## config.mk

```make
export PLATFORM = sky130hd
export DESIGN_NAME = ram_march_bist
export DESIGN_NICKNAME = d
export VERILOG_FILES = /design/src/rtl/ram_bist_pkg.sv /design/src/rtl/ram_bist_cmp.sv /design/src/rtl/ram_march_bist.sv
export SDC_FILE = /design/constraint.sdc
export NUM_CORES = 1
export LEC_CHECK = 0
export BUFFER_PORTS_ARGS = -buffer_cell sky130_fd_sc_hd__buf_4
export CAP_MARGIN = 20
export CORE_MARGIN = 5
export CORE_UTILIZATION = 35
export CTS_BUF_LIST = sky130_fd_sc_hd__clkbuf_16
export CTS_CLUSTER_DIAMETER = 120
export CTS_CLUSTER_SIZE = 16
export DETAILED_ROUTE_END_ITERATION = 10
export PLACE_DENSITY_LB_ADDON = 0.1
export SLEW_MARGIN = 20
export SYNTH_ARGS = -nofsm -noshare
export SYNTH_HDL_FRONTEND = slang
export SYNTH_SLANG_ARGS = --single-unit
```

## constraint.sdc

```tcl
create_clock -name clk -period 4.76 [get_ports clk]
set_input_delay 0.238 -clock clk [delete_from_list [all_inputs] [get_ports clk]]
set_output_delay 0.238 -clock clk [all_outputs]
set_load 0.02 [all_outputs]
```

## src/rtl/ram_bist_pkg.sv

```systemverilog
// Shared encodings for the March C- RAM BIST: element codes, FSM states, per-element op table.
// Pure definitions; no logic, latency or flow control.
package ram_bist_pkg;

    typedef logic [2:0] elem_t;

    localparam elem_t ELEM_E0 = 3'd0;
    localparam elem_t ELEM_E1 = 3'd1;
    localparam elem_t ELEM_E2 = 3'd2;
    localparam elem_t ELEM_E3 = 3'd3;
    localparam elem_t ELEM_E4 = 3'd4;
    localparam elem_t ELEM_E5 = 3'd5;

    typedef enum logic [1:0] {
        ST_IDLE,
        ST_RUN,
        ST_DRAIN,
        ST_DONE
    } state_t;

    typedef struct packed {
        logic rd_en;
        logic exp_ones;
        logic wr_en;
        logic wr_ones;
        logic descending;
    } elem_cfg_t;

    // E1..E4 read first then write back the complement at the same address.
    localparam elem_cfg_t ELEM_TABLE [6] = '{
        '{rd_en: 1'b0, exp_ones: 1'b0, wr_en: 1'b1, wr_ones: 1'b0, descending: 1'b0},
        '{rd_en: 1'b1, exp_ones: 1'b0, wr_en: 1'b1, wr_ones: 1'b1, descending: 1'b0},
        '{rd_en: 1'b1, exp_ones: 1'b1, wr_en: 1'b1, wr_ones: 1'b0, descending: 1'b0},
        '{rd_en: 1'b1, exp_ones: 1'b0, wr_en: 1'b1, wr_ones: 1'b1, descending: 1'b1},
        '{rd_en: 1'b1, exp_ones: 1'b1, wr_en: 1'b1, wr_ones: 1'b0, descending: 1'b1},
        '{rd_en: 1'b1, exp_ones: 1'b0, wr_en: 1'b0, wr_ones: 1'b0, descending: 1'b0}
    };

endpackage

```

## src/rtl/ram_bist_cmp.sv

```systemverilog
// Read-compare stage: registers each issued read's expectation, compares against ram_datao next cycle.
// Latency 1 cycle from read issue to mismatch; no backpressure, captures only the first failure.
module ram_bist_cmp
    import ram_bist_pkg::*;
#(
    parameter int DWIDTH = 8,
    parameter int AWIDTH = 8
) (
    input  logic              clk,
    input  logic              rst,
    input  logic              clr,
    input  logic              rd_vld,
    input  logic [DWIDTH-1:0] rd_exp,
    input  logic [AWIDTH-1:0] rd_addr,
    input  elem_t             rd_elem,
    input  logic [DWIDTH-1:0] ram_datao,
    output logic              mismatch,
    output logic              fail_seen,
    output elem_t             fail_elem,
    output logic [AWIDTH-1:0] fail_addr,
    output logic [DWIDTH-1:0] fail_exp,
    output logic [DWIDTH-1:0] fail_got
);

    logic              vld_q;
    logic [DWIDTH-1:0] exp_q;
    logic [AWIDTH-1:0] addr_q;
    elem_t             elem_q;

    assign mismatch = vld_q && (ram_datao != exp_q) && !fail_seen;

    always_ff @(posedge clk or posedge rst) begin
        if (rst) begin
            vld_q     <= 1'b0;
            exp_q     <= '0;
            addr_q    <= '0;
            elem_q    <= ELEM_E0;
            fail_seen <= 1'b0;
            fail_elem <= ELEM_E0;
            fail_addr <= '0;
            fail_exp  <= '0;
            fail_got  <= '0;
        end else if (clr) begin
            vld_q     <= 1'b0;
            fail_seen <= 1'b0;
            fail_elem <= ELEM_E0;
            fail_addr <= '0;
            fail_exp  <= '0;
            fail_got  <= '0;
        end else begin
            vld_q  <= rd_vld;
            exp_q  <= rd_exp;
            addr_q <= rd_addr;
            elem_q <= rd_elem;
            if (mismatch) begin
                fail_seen <= 1'b1;
                fail_elem <= elem_q;
                fail_addr <= addr_q;
                fail_exp  <= exp_q;
                fail_got  <= ram_datao;
            end
        end
    end

endmodule

```

## src/rtl/ram_march_bist.sv

```systemverilog
// March C- BIST initiator for a single-port RAM: one op per cycle, 10*MEMDEPTH ops, done 2 cycles after last read.
// No backpressure; start is ignored while busy, and the first mismatch stops issue after the in-flight op.
module ram_march_bist
    import ram_bist_pkg::*;
#(
    parameter int DWIDTH   = 8,
    parameter int AWIDTH   = 8,
    parameter int MEMDEPTH = 256
) (
    input  logic              clk,
    input  logic              rst,
    input  logic              start,
    output logic              busy,
    output logic              done,
    output logic              pass,
    output logic [2:0]        fail_elem,
    output logic [AWIDTH-1:0] fail_addr,
    output logic [DWIDTH-1:0] fail_exp,
    output logic [DWIDTH-1:0] fail_got,
    output logic              ram_en,
    output logic              ram_wen,
    output logic [AWIDTH-1:0] ram_addr,
    output logic [DWIDTH-1:0] ram_datai,
    input  logic [DWIDTH-1:0] ram_datao
);

    localparam logic [AWIDTH-1:0] LAST_ADDR = AWIDTH'(MEMDEPTH - 1);
    localparam logic [DWIDTH-1:0] ONES      = '1;

    state_t            state, state_nxt;
    elem_t             cur_elem, elem_nxt, elem_inc;
    logic              en_nxt, wen_nxt, pass_nxt;
    logic [AWIDTH-1:0] addr_nxt;
    logic [DWIDTH-1:0] datai_nxt;
    logic              at_term, to_write, clr;
    logic              mismatch, fail_seen;
    logic [DWIDTH-1:0] rd_exp;

    assign busy     = (state == ST_RUN) || (state == ST_DRAIN);
    assign done     = (state == ST_DONE);
    assign elem_inc = cur_elem + 3'd1;
    assign at_term  = ELEM_TABLE[cur_elem].descending ? (ram_addr == '0) : (ram_addr == LAST_ADDR);
    // The op on the bus is the read half of a read/write pair: its write comes next.
    assign to_write = ram_en && !ram_wen && ELEM_TABLE[cur_elem].wr_en;
    assign rd_exp   = ELEM_TABLE[cur_elem].exp_ones ? ONES : '0;

    always_comb begin
        state_nxt = state;
        elem_nxt  = cur_elem;
        en_nxt    = ram_en;
        wen_nxt   = ram_wen;
        addr_nxt  = ram_addr;
        datai_nxt = ram_datai;
        pass_nxt  = pass;
        clr       = 1'b0;
        case (state)
            ST_IDLE, ST_DONE: begin
                if (start) begin
                    state_nxt = ST_RUN;
                    clr       = 1'b1;
                    pass_nxt  = 1'b0;
                    elem_nxt  = ELEM_E0;
                    en_nxt    = 1'b1;
                    wen_nxt   = 1'b1;
                    addr_nxt  = '0;
                    datai_nxt = '0;
                end
            end
            ST_RUN: begin
                if (mismatch || (!to_write && at_term && cur_elem == ELEM_E5)) begin
                    state_nxt = mismatch ? ST_DONE : ST_DRAIN;
                    pass_nxt  = 1'b0;
                    en_nxt    = 1'b0;
                    wen_nxt   = 1'b0;
                    addr_nxt  = '0;
                    datai_nxt = '0;
                end else begin
                    en_nxt = 1'b1;
                    if (to_write) begin
                        wen_nxt   = 1'b1;
                        datai_nxt = ELEM_TABLE[cur_elem].wr_ones ? ONES : '0;
                    end else if (at_term) begin
                        elem_nxt  = elem_inc;
                        addr_nxt  = ELEM_TABLE[elem_inc].descending ? LAST_ADDR : '0;
                        wen_nxt   = !ELEM_TABLE[elem_inc].rd_en;
                        datai_nxt = (wen_nxt && ELEM_TABLE[elem_inc].wr_ones) ? ONES : '0;
                    end else begin
                        addr_nxt  = ELEM_TABLE[cur_elem].descending ? ram_addr - 1'b1 : ram_addr + 1'b1;
                        wen_nxt   = !ELEM_TABLE[cur_elem].rd_en;
                        datai_nxt = (wen_nxt && ELEM_TABLE[cur_elem].wr_ones) ? ONES : '0;
                    end
                end
            end
            ST_DRAIN: begin
                state_nxt = ST_DONE;
                pass_nxt  = !mismatch;
            end
            default: state_nxt = ST_IDLE;
        endcase
    end

    always_ff @(posedge clk or posedge rst) begin
        if (rst) begin
            state     <= ST_IDLE;
            cur_elem  <= ELEM_E0;
            ram_en    <= 1'b0;
            ram_wen   <= 1'b0;
            ram_addr  <= '0;
            ram_datai <= '0;
            pass      <= 1'b0;
        end else begin
            state     <= state_nxt;
            cur_elem  <= elem_nxt;
            ram_en    <= en_nxt;
            ram_wen   <= wen_nxt;
            ram_addr  <= addr_nxt;
            ram_datai <= datai_nxt;
            pass      <= pass_nxt;
        end
    end

    ram_bist_cmp #(
        .DWIDTH (DWIDTH),
        .AWIDTH (AWIDTH)
    ) u_cmp (
        .clk       (clk),
        .rst       (rst),
        .clr       (clr),
        .rd_vld    (ram_en && !ram_wen),
        .rd_exp    (rd_exp),
        .rd_addr   (ram_addr),
        .rd_elem   (cur_elem),
        .ram_datao (ram_datao),
        .mismatch  (mismatch),
        .fail_seen (fail_seen),
        .fail_elem (fail_elem),
        .fail_addr (fail_addr),
        .fail_exp  (fail_exp),
        .fail_got  (fail_got)
    );

endmodule
```

Yosys cells after proc, flatten, opt, wreduce, memory -nomap -nowiden
Memory sizes are Yosys's and may differ from the RTL's.
Index checks and enable logic that the tools add are counted.
{"block": "classes", "addsub": 3, "magnitude_cmp": 2, "n_eq_ne": 12, "muxes": 52, "bitwise": 2, "reduce_logical": 25}
{"operator": "8-bit 2-to-1 mux", "n": 19}
{"operator": "8-bit case mux with 2 select lines", "n": 2}
{"operator": "5-bit 2-to-1 mux", "n": 4}
{"operator": "3-bit 2-to-1 mux", "n": 6}
{"operator": "1-bit 2-to-1 mux", "n": 14}
{"operator": "8-bit by 1-bit adder with 8-bit output, second input constant", "n": 1}
{"operator": "8-bit equality test, second input constant", "n": 1}
{"operator": "4-bit >= comparator, second input constant", "n": 2}
{"operator": "1-bit logical AND", "n": 8}
{"operator": "8-bit logical NOT", "n": 1}
{"operator": "2-bit != test, second input constant", "n": 4}
{"operator": "8-bit != test", "n": 1}
{"operator": "3-bit NOT with 4-bit output", "n": 2}
{"operator": "8-bit by 1-bit subtractor with 8-bit output, second input constant", "n": 1}
{"operator": "1-bit logical NOT", "n": 6}
{"operator": "2-bit case mux with 3 select lines", "n": 1}
{"operator": "3-bit case mux with 2 select lines", "n": 1}
{"operator": "5-bit AND reduction", "n": 1}
{"operator": "2-bit equality test, second input constant", "n": 2}
{"operator": "2-bit 2-to-1 mux", "n": 2}
{"operator": "1-bit case mux with 2 select lines", "n": 2}
{"operator": "2-bit AND reduction", "n": 2}
{"operator": "2-bit nonzero test", "n": 2}
{"operator": "3-bit by 1-bit adder with 3-bit output, second input constant", "n": 1}
{"operator": "9 further kinds", "n": 10}
{"block": "word_totals", "reg_bits": 72, "mem_bits_ro": 80, "input_bits": 11, "output_inout_bits": 48, "word_cells": 114, "memories": 2}
{"memory": "(name not given)", "depth": 8, "width": 5, "rd": 1, "rd_ports_with_merged_regs": 0, "write_ports": 0, "line": "ram_march_bist.sv:90", "rtl": "datai_nxt = (wen_nxt && ELEM_TABLE[cur_elem].wr_ones) ? ONES : '0;"}
{"memory": "(name not given)", "depth": 8, "width": 5, "rd": 1, "rd_ports_with_merged_regs": 0, "write_ports": 0, "line": "ram_march_bist.sv:86", "rtl": "datai_nxt = (wen_nxt && ELEM_TABLE[elem_inc].wr_ones) ? ONES : '0;"}

Longest topological paths before layout
Gate-level depths: netlist (run 1).
{"block": "logic_depth", "ltp_word": 12, "depth_mapped": 11, "ltp_nobuf": 11}

By module
Synthesis (run 1) repeated with hierarchy kept, for this count alone.
{"block": "unflattened", "cells_unflattened": 340, "hier_area_um2": 3704.8}
{"mod": "ram_bist_cmp", "n_inst": 1, "cells_per_inst": 175, "area_per_inst_um2": 2229.6, "seq_area_each_um2": 1201.2}
{"mod": "ram_march_bist", "n_inst": 1, "cells_per_inst": 165, "area_per_inst_um2": 1475.2, "seq_area_each_um2": 425.4}

Worst setup path before layout (run 1)
Ideal clock, no wire load.
{"block": "synth_path", "path_kind": "reg2reg", "startpoint": "register cur_elem[0]", "endpoint": "register ram_addr[7]", "setup_time_ns": 0.121, "t_arrival_ns": 2.533, "t_required_ns": 4.639, "path_slack_ns": 2.106, "stages_incl_launch_ff": 11, "path_buffers": 0, "synth_period_minus_slack_ns": 2.654, "cell_sequence": "dfrtp_1 -> ha_1 -> nand2b_1 -> nand2_1 -> ha_1 -> and3_1 -> a221o_1 -> o41ai_1 -> xnor2_1 -> o21a_1 -> o22a_1"}
{"block": "synth_via", "elab_chain_len": 11, "elab_cells_between_ends": 24, "cone_classes": "add/sub: 1; eq/ne: 2; mux: 11; bitwise: 2; reduce/logical: 6; memory: 2"}
{"element": "from (decl)", "line": "ram_march_bist.sv:31", "rtl": "elem_t cur_elem, elem_nxt, elem_inc;"}
{"element": "from (signal assigned)", "line": "ram_march_bist.sv:113", "rtl": "cur_elem <= elem_nxt;"}
{"element": "branches (longest 11 deep; another with memory read 8 x 5 bit)"}
{"element": "to (signal assigned)", "line": "ram_march_bist.sv:116", "rtl": "ram_addr <= addr_nxt;"}
{"element": "to (decl)", "line": "ram_march_bist.sv:22", "rtl": "output logic [AWIDTH-1:0] ram_addr,"}
Several ways; the timed one is not identified. The select of a mux whose other input is x is not followed.
A chain may end at the register's enable or synchronous reset.

Final worst setup path (run 1)
{"block": "layout_path", "startpoint": "register cur_elem[2]", "endpoint": "register ram_addr[7]"}
The elaborated chain is that of the path after synthesis.

==> flow_metrics.env, run 1 <==
export IMPL_status="finished clean"
export IMPL_rows=33
export IMPL_yosys_warnings=0
export IMPL_clock_root_buffer="clkbuf_16"
export IMPL_grt_max_degree=52
export IMPL_crit_chain="nand2b_1 -> nand2_1 -> ha_1 -> and3_1 -> a221o_1 -> o41ai_1 -> xnor2_1 -> a21oi_1 -> o22a_1"
export IMPL_timing_final_hold_violations=0
export IMPL_grt_setup_unrepaired="no"
export IMPL_numPortBuffers=58
export IMPL_wl_met2_um=2960
export IMPL_fmax_mhz=336
export IMPL_synth_seq_cells=51
export IMPL_synthDistinctLibCells=58
export IMPL_antenna_left=0
export IMPL_worstSetupStartpointType="flip-flop"
export IMPL_combPwrFrac_pct=46.2
export IMPL_postSynthAreaPerCell_sq_um=9.18
export IMPL_cts_tree="built"
export IMPL_yosysMostFrequentCell="nand2_1"
export IMPL_io_pins=59
export IMPL_power_frac_seq_pct=32.8
export IMPL_cpMaxStageDelayCell="dfrtp_1"
export IMPL_pwr_share_clk_pct=21.0
export IMPL_diodes=0
export IMPL_drive_gt1_share_pct=23.7
export IMPL_cts_buffer_depth=2
export IMPL_synthTopCellsByArea="dfrtp_1 (43%), nand2_1 (10%), ha_1 (6.8%)"
export IMPL_antenna_found_initial=0
export IMPL_hpwl_um=4950
export IMPL_async_flop_share_pct=100
export IMPL_totalWireLength_um=6880
export IMPL_syn_area_sq_um=2960
export IMPL_ctsResizeCount=0
export IMPL_instances_no_fill=468
export IMPL_drc=0
export IMPL_pre_cts_ws_ns=1.84
export IMPL_synth_nets=350
export IMPL_p_sw_mw=0.823
export IMPL_p_int_mw=1.13
export IMPL_first_global_vias=2311
export IMPL_switching_share_pct=42.1
export IMPL_slew_headroom_pct=57.0
export IMPL_wl_met3_um=404
export IMPL_clkSinkCount=51
export IMPL_finalWorstSetupSlack_ns=1.79
export IMPL_clkTransAtPathRegs_ns=0.07
export IMPL_vias_per_cell=5.11
export IMPL_cts_htree_levels=2
export IMPL_ys_flop_type="dfrtp_1"
export IMPL_start_util_pct=36.0
export IMPL_die_w_um=102
export IMPL_dieArea_sq_um=10400
export IMPL_fin_crit_ns=2.97
export IMPL_syn_instance_count=322
export IMPL_grt_overflow=0
export IMPL_fin_util_pct=43.2
export IMPL_drtIter0Drc=119
export IMPL_finalClockSkew_ns=0.00608
export IMPL_path_max_fanout=15
export IMPL_met1_length_um=3440
export IMPL_gp_congestion=0.912
export IMPL_ys_top_cells_by_count="nand2_1 (82), dfrtp_1 (51), a21oi_1 (24), ha_1 (16), buf_4 (15)"
export IMPL_hp_class="primary input to asynchronous set/reset pin"
export IMPL_cts_hold_buf=0
export IMPL_cp_arrival_ns=3.15
export IMPL_tightestPinTransition_ns=0.644
export IMPL_powerDensity_nw_per_um2=551
export IMPL_synth_top_area_share_pct=43.2
export IMPL_path_class="flip-flop to flip-flop"
export IMPL_required_ns=4.94
export IMPL_post_cts_buffers=0
export IMPL_highest_layer="met4"
export IMPL_fin_nets=390
export IMPL_power_leakage_nw=1.66
export IMPL_dr_pass1_iters=4
export IMPL_clk_latency_ns=0.29
export IMPL_cp_end_kind="flip-flop"
export IMPL_core_area_sq_um=8220
export IMPL_cts_buffers=5
export IMPL_dp_cells=460
export IMPL_setup_tns_ns=0
export IMPL_ir_drop_mv=0.256
export IMPL_ys_seq_area_share_pct=43.2
export IMPL_grt_total_usage_pct=13.9
export IMPL_slew_viol_final=0
export IMPL_fin_crit_sh_pct=62.4
export IMPL_maxCapViolations=0
export IMPL_grt_first_pass_wirelength_um=11700
export IMPL_area_growth_pct=20.1
export IMPL_setup_violations=0
export IMPL_synth_edf_count=0
export IMPL_dieHeight_um=102
export IMPL_post_synth_top_area_cell="dfrtp_1"
export IMPL_via_count=2391
export IMPL_wl_per_cell_um=14.7
export IMPL_slowest_delay_ns=0.66
-- registers in the layout, summed over array words and instances, names as in the netlist --
| signal | count |
|---|---|
| cur_elem | 3 |
| pass | 1 |
| ram_addr | 8 |
| ram_datai | 1 |
| ram_en | 1 |
| ram_wen | 1 |
| state | 2 |
| u_cmp.addr_q | 8 |
| u_cmp.elem_q | 3 |
| u_cmp.exp_q | 1 |
| u_cmp.fail_addr | 8 |
| u_cmp.fail_elem | 3 |
| u_cmp.fail_exp | 1 |
| u_cmp.fail_got | 8 |
| u_cmp.fail_seen | 1 |
| u_cmp.vld_q | 1 |
-- area by class of cell --
type                       instances  area (sq um)
clock buffer                       5           125
sequential                        51          1280
timing repair buffer              61           458
inverter                          11          43.8
multi-input combinational        232          1470
fill                             834          4670
clock inverter                     3          42.5
tap                              105           131
-- per-stage QoR --
step | hold slack (ns) | cell area, sq um | power, mW
after floorplan | 0.369 | 2960 | 1.29
final | 0.0469 | 3550 | 1.95
after detailed placement | 0.384 | 3380 | 1.56
after global placement | 0.450 | 3380 | 1.56
after global routing | 0.115 | 3550 | 2.10
after CTS | 0.0747 | 3550 | 1.98
-- power groups by stage --
stage | clock, mW | combinational [mW] | sequential [mW]
after floorplan | 0 | 0.597 | 0.692
after global placement | 0 | 0.915 | 0.646
after detailed placement | 0 | 0.905 | 0.651
after CTS | 0.421 | 0.912 | 0.643
after global routing | 0.441 | 0.996 | 0.661
final | 0.411 | 0.902 | 0.642
-- critical path, delay by kind of cell (launching register included) --
kind	cells	cell delay [ns]
AO/OA/AOI/OAI	4	1.00
flip-flops	1	0.66
AND/OR/NAND/NOR	3	0.61
adder cells (fa/ha/maj)	1	0.40
XOR/XNOR	1	0.19
-- final timing paths --
check                           cells after the start  slack, ns       startpoint                 end
worst min-delay path                                2       0.05              rst  u_cmp.fail_addr[4]
max in group asynchronous                           2       4.30              rst   u_cmp.fail_got[0]
worst min register to register                      2       0.47  u_cmp.addr_q[2]     u_cmp.addr_q[2]
worst max register to register                      9       1.79      cur_elem[2]         ram_addr[7]
min in group clk                                    3       0.21     ram_datao[0]   u_cmp.fail_got[0]
worst max-delay path                                9       1.79      cur_elem[2]         ram_addr[7]
-- cell usage in the layout (no fill, tap or decap), types with 2 or more instances in the layout --
| cell type | n |
|---|---|
| a211oi_1 | 4 |
| nand2_1 | 82 |
| nor2_1 | 10 |
| nor2b_1 | 4 |
| o21ai_0 | 14 |
| a21o_1 | 2 |
| a2111oi_4 | 2 |
| nor2_2 | 3 |
| or4_1 | 2 |
| and3_1 | 3 |
| inv_1 | 9 |
| nand2b_1 | 6 |
| o31a_1 | 2 |
| or3_1 | 2 |
| nand4_1 | 6 |
| buf_4 | 61 |
| nor3_1 | 4 |
| clkbuf_16 | 5 |
| clkinv_1 | 2 |
| nand3_1 | 2 |
| o21a_1 | 4 |
| xnor2_1 | 4 |
| o311ai_0 | 2 |
| a21oi_1 | 24 |
| o221ai_1 | 2 |
| dfrtp_1 | 51 |
| o21ai_1 | 5 |
| ha_1 | 16 |
-- logic make-up after synthesis --
| kind of cell | count (synthesis) | share of synthesized area [%] |
|---|---|---|
| AOI/OAI and AO/OA | 81 | 20.3 |
| DFF | 51 | 43.2 |
| xor gates and xnor gates | 4 | 1.19 |
| and+or+nand+nor | 129 | 20.3 |
| muxes | 1 | 0.339 |
| buffers and inverters | 39 | 7.28 |
| adders and majority gates | 17 | 7.45 |
-- routing by layer --
metal  up-vias  global-route usage (%)
li1       1202                       -
met1      1124                    20.9
met5         -                       0
met4         0                    4.04
met3         4                    2.80
met2        61                    20.2
No activity file was read; power rests on OpenSTA's default activity.
==> run 2: changes to the inputs <==
==> constraint.sdc (replaced) <==
create_clock -name clk -period 2.9 [get_ports clk]
set_input_delay 0.145 -clock clk [delete_from_list [all_inputs] [get_ports clk]]
set_output_delay 0.145 -clock clk [all_outputs]
set_load 0.02 [all_outputs]
==> flow_metrics.env, run 2 (same netlist as run 1, synthesis figures left out) <==
export IMPL_start_util_pct=36.0
export IMPL_reg2reg_slack_ns=0.15
export IMPL_clk_latency_ns=0.29
export IMPL_hold_depth=3
export IMPL_diodes=0
export IMPL_numPortBuffers=58
export IMPL_wl_per_cell_um=14.9
export IMPL_drc=0
export IMPL_grt_first_pass_wirelength_um=12100
export IMPL_p_int_mw=1.79
export IMPL_grt_overflow=0
export IMPL_pwr_share_clk_pct=19.4
export IMPL_worstSetupStartpointType="flip-flop"
export IMPL_fmax_mhz=363
export IMPL_setup_tns_ns=0
export IMPL_dieArea_sq_um=10400
export IMPL_tightestPinTransition_ns=0.659
export IMPL_finalClockSkew_ns=0.00707
export IMPL_totalWireLength_um=7040
export IMPL_top_usage_layer="met2"
export IMPL_min_from="ram_datao[0]"
export IMPL_holdWs_ns=0.113
export IMPL_status="finished clean"
export IMPL_via_count=2373
export IMPL_cp_end_kind="flip-flop"
export IMPL_fin_crit_sh_pct=94.9
export IMPL_final_common_cell="nand2_1"
export IMPL_die_w_um=102
export IMPL_drtIter0Drc=72
export IMPL_ir_drop_mv=0.549
export IMPL_holdPathEnd="u_cmp.fail_got[0]"
export IMPL_power_frac_seq_pct=32.9
export IMPL_regToRegEndpoint="ram_addr[7]"
export IMPL_antenna_found_initial=0
export IMPL_antenna_left=0
export IMPL_switching_share_pct=43.4
export IMPL_timing_final_hold_violations=0
export IMPL_place_area_sq_um=3400
export IMPL_grt_setup_unrepaired="no"
export IMPL_cts_buffers=5
export IMPL_clock_root_buffer="clkbuf_16"
export IMPL_fin_area_sq_um=3580
export IMPL_rr_worst_depth=10
export IMPL_vias_per_cell=5.03
export IMPL_clkTransAtPathRegs_ns=0.07
export IMPL_p_sw_mw=1.37
export IMPL_hpwl_um=5060
export IMPL_fin_nets=394
export IMPL_met3_usage_pct=3.28
export IMPL_core_area_sq_um=8220
export IMPL_gp_congestion=0.926
export IMPL_cp_arrival_ns=2.93
export IMPL_slew_headroom_pct=56.0
export IMPL_hp_class="primary input to flip-flop"
export IMPL_maxCapViolations=0
export IMPL_area_growth_pct=21.0
export IMPL_fin_crit_ns=2.75
export IMPL_grt_use_met1_pct=20.3
export IMPL_rows=33
export IMPL_global_route_usage_met2_pct=21.8
export IMPL_first_global_vias=2440
export IMPL_path_class="flip-flop to flip-flop"
export IMPL_dieHeight_um=102
export IMPL_grt_max_degree=37
export IMPL_required_ns=3.08
export IMPL_dr_pass1_iters=4
export IMPL_combPwrFrac_pct=47.8
export IMPL_final_cell_mix="nand2_1 (81), buf_4 (64), dfrtp_1 (51)"
export IMPL_cts_htree_levels=2
export IMPL_io_pins=59
export IMPL_cts_buffer_depth=2
export IMPL_drive_gt1_share_pct=25.1
export IMPL_grt_total_usage_pct=14.3
export IMPL_path_max_fanout=7
export IMPL_setup_violations=0
export IMPL_clkSinkCount=51
export IMPL_r2r_start="cur_elem[1]"
export IMPL_powerDensity_nw_per_um2=883
export IMPL_cts_tree="built"
export IMPL_power_leakage_nw=1.69
export IMPL_slew_viol_final=0
==> run 2: repair_timing <==
item	4_1_cts	5_1_grt
hold endpoints to repair	28	0
resized for setup	0	2
hold buffers	1	0
buffers inserted	0	0
setup endpoints to repair	0	1
==> run 2: metrics by stage <==
stage	power [mW]	cells	util (%)	worst slack [ns]
6_report	3.16	472	43.5	0.147
5_1_grt	3.42	472	43.5	0.0132
2_1_floorplan	2.12	322	-	0.246
4_1_cts	3.21	472	43.4	0.0364
3_3_place_gp	2.57	463	41.4	0.143
3_5_place_dp	2.57	463	41.4	0.0751
==> run 2: final cells by class <==
type / instances / area, sq um
well taps: 105 / 131
multi-input cells: 232 / 1480
repair buffers: 65 / 490
clock inverters: 3 / 28.8
fillers: 824 / 4640
flip-flops and latches: 51 / 1280
inverters: 11 / 41.3
clock buffers: 5 / 125
==> run 2: per-layer routing <==
layer | vias up | wire length [um]
li1 | 1201 | -
met3 | 2 | 399
met5 | - | 0
met1 | 1120 | 3420
met4 | 0 | 36
met2 | 50 | 3180
==> run 2: critical path, stage by stage, from the launching register on <==
cell and delay [ns]:
dfrtp_1 0.43, ha_1 0.23, nand2b_1 0.13, nand2_2 0.14
ha_1 0.36, and3_1 0.22, a221o_1 0.36, o41ai_2 0.27
xnor2_1 0.18, a21oi_1 0.10, o22a_1 0.22
==> run 2: worst max-delay path by stage <==
stage	from	slack [ns]	cells past startpoint	end
2_1_floorplan	cur_elem[0]	0.25	10	ram_addr[7]
3_3_place_gp	cur_elem[1]	0.14	10	ram_addr[7]
3_5_place_dp	cur_elem[1]	0.08	10	ram_addr[7]
4_1_cts	cur_elem[1]	0.04	10	ram_addr[7]
5_1_grt	cur_elem[1]	0.01	10	ram_addr[7]
6_report	cur_elem[1]	0.15	10	ram_addr[7]
==> run 2: power by group through the flow <==
| stage | clock, mW | combinational, mW | sequential (mW) |
|---|---|---|---|
| after floorplan | 0 | 0.980 | 1.14 |
| after global placement | 0 | 1.52 | 1.05 |
| after detailed placement | 0 | 1.51 | 1.05 |
| after CTS | 0.637 | 1.53 | 1.04 |
| after global routing | 0.667 | 1.68 | 1.07 |
| final | 0.611 | 1.51 | 1.04 |
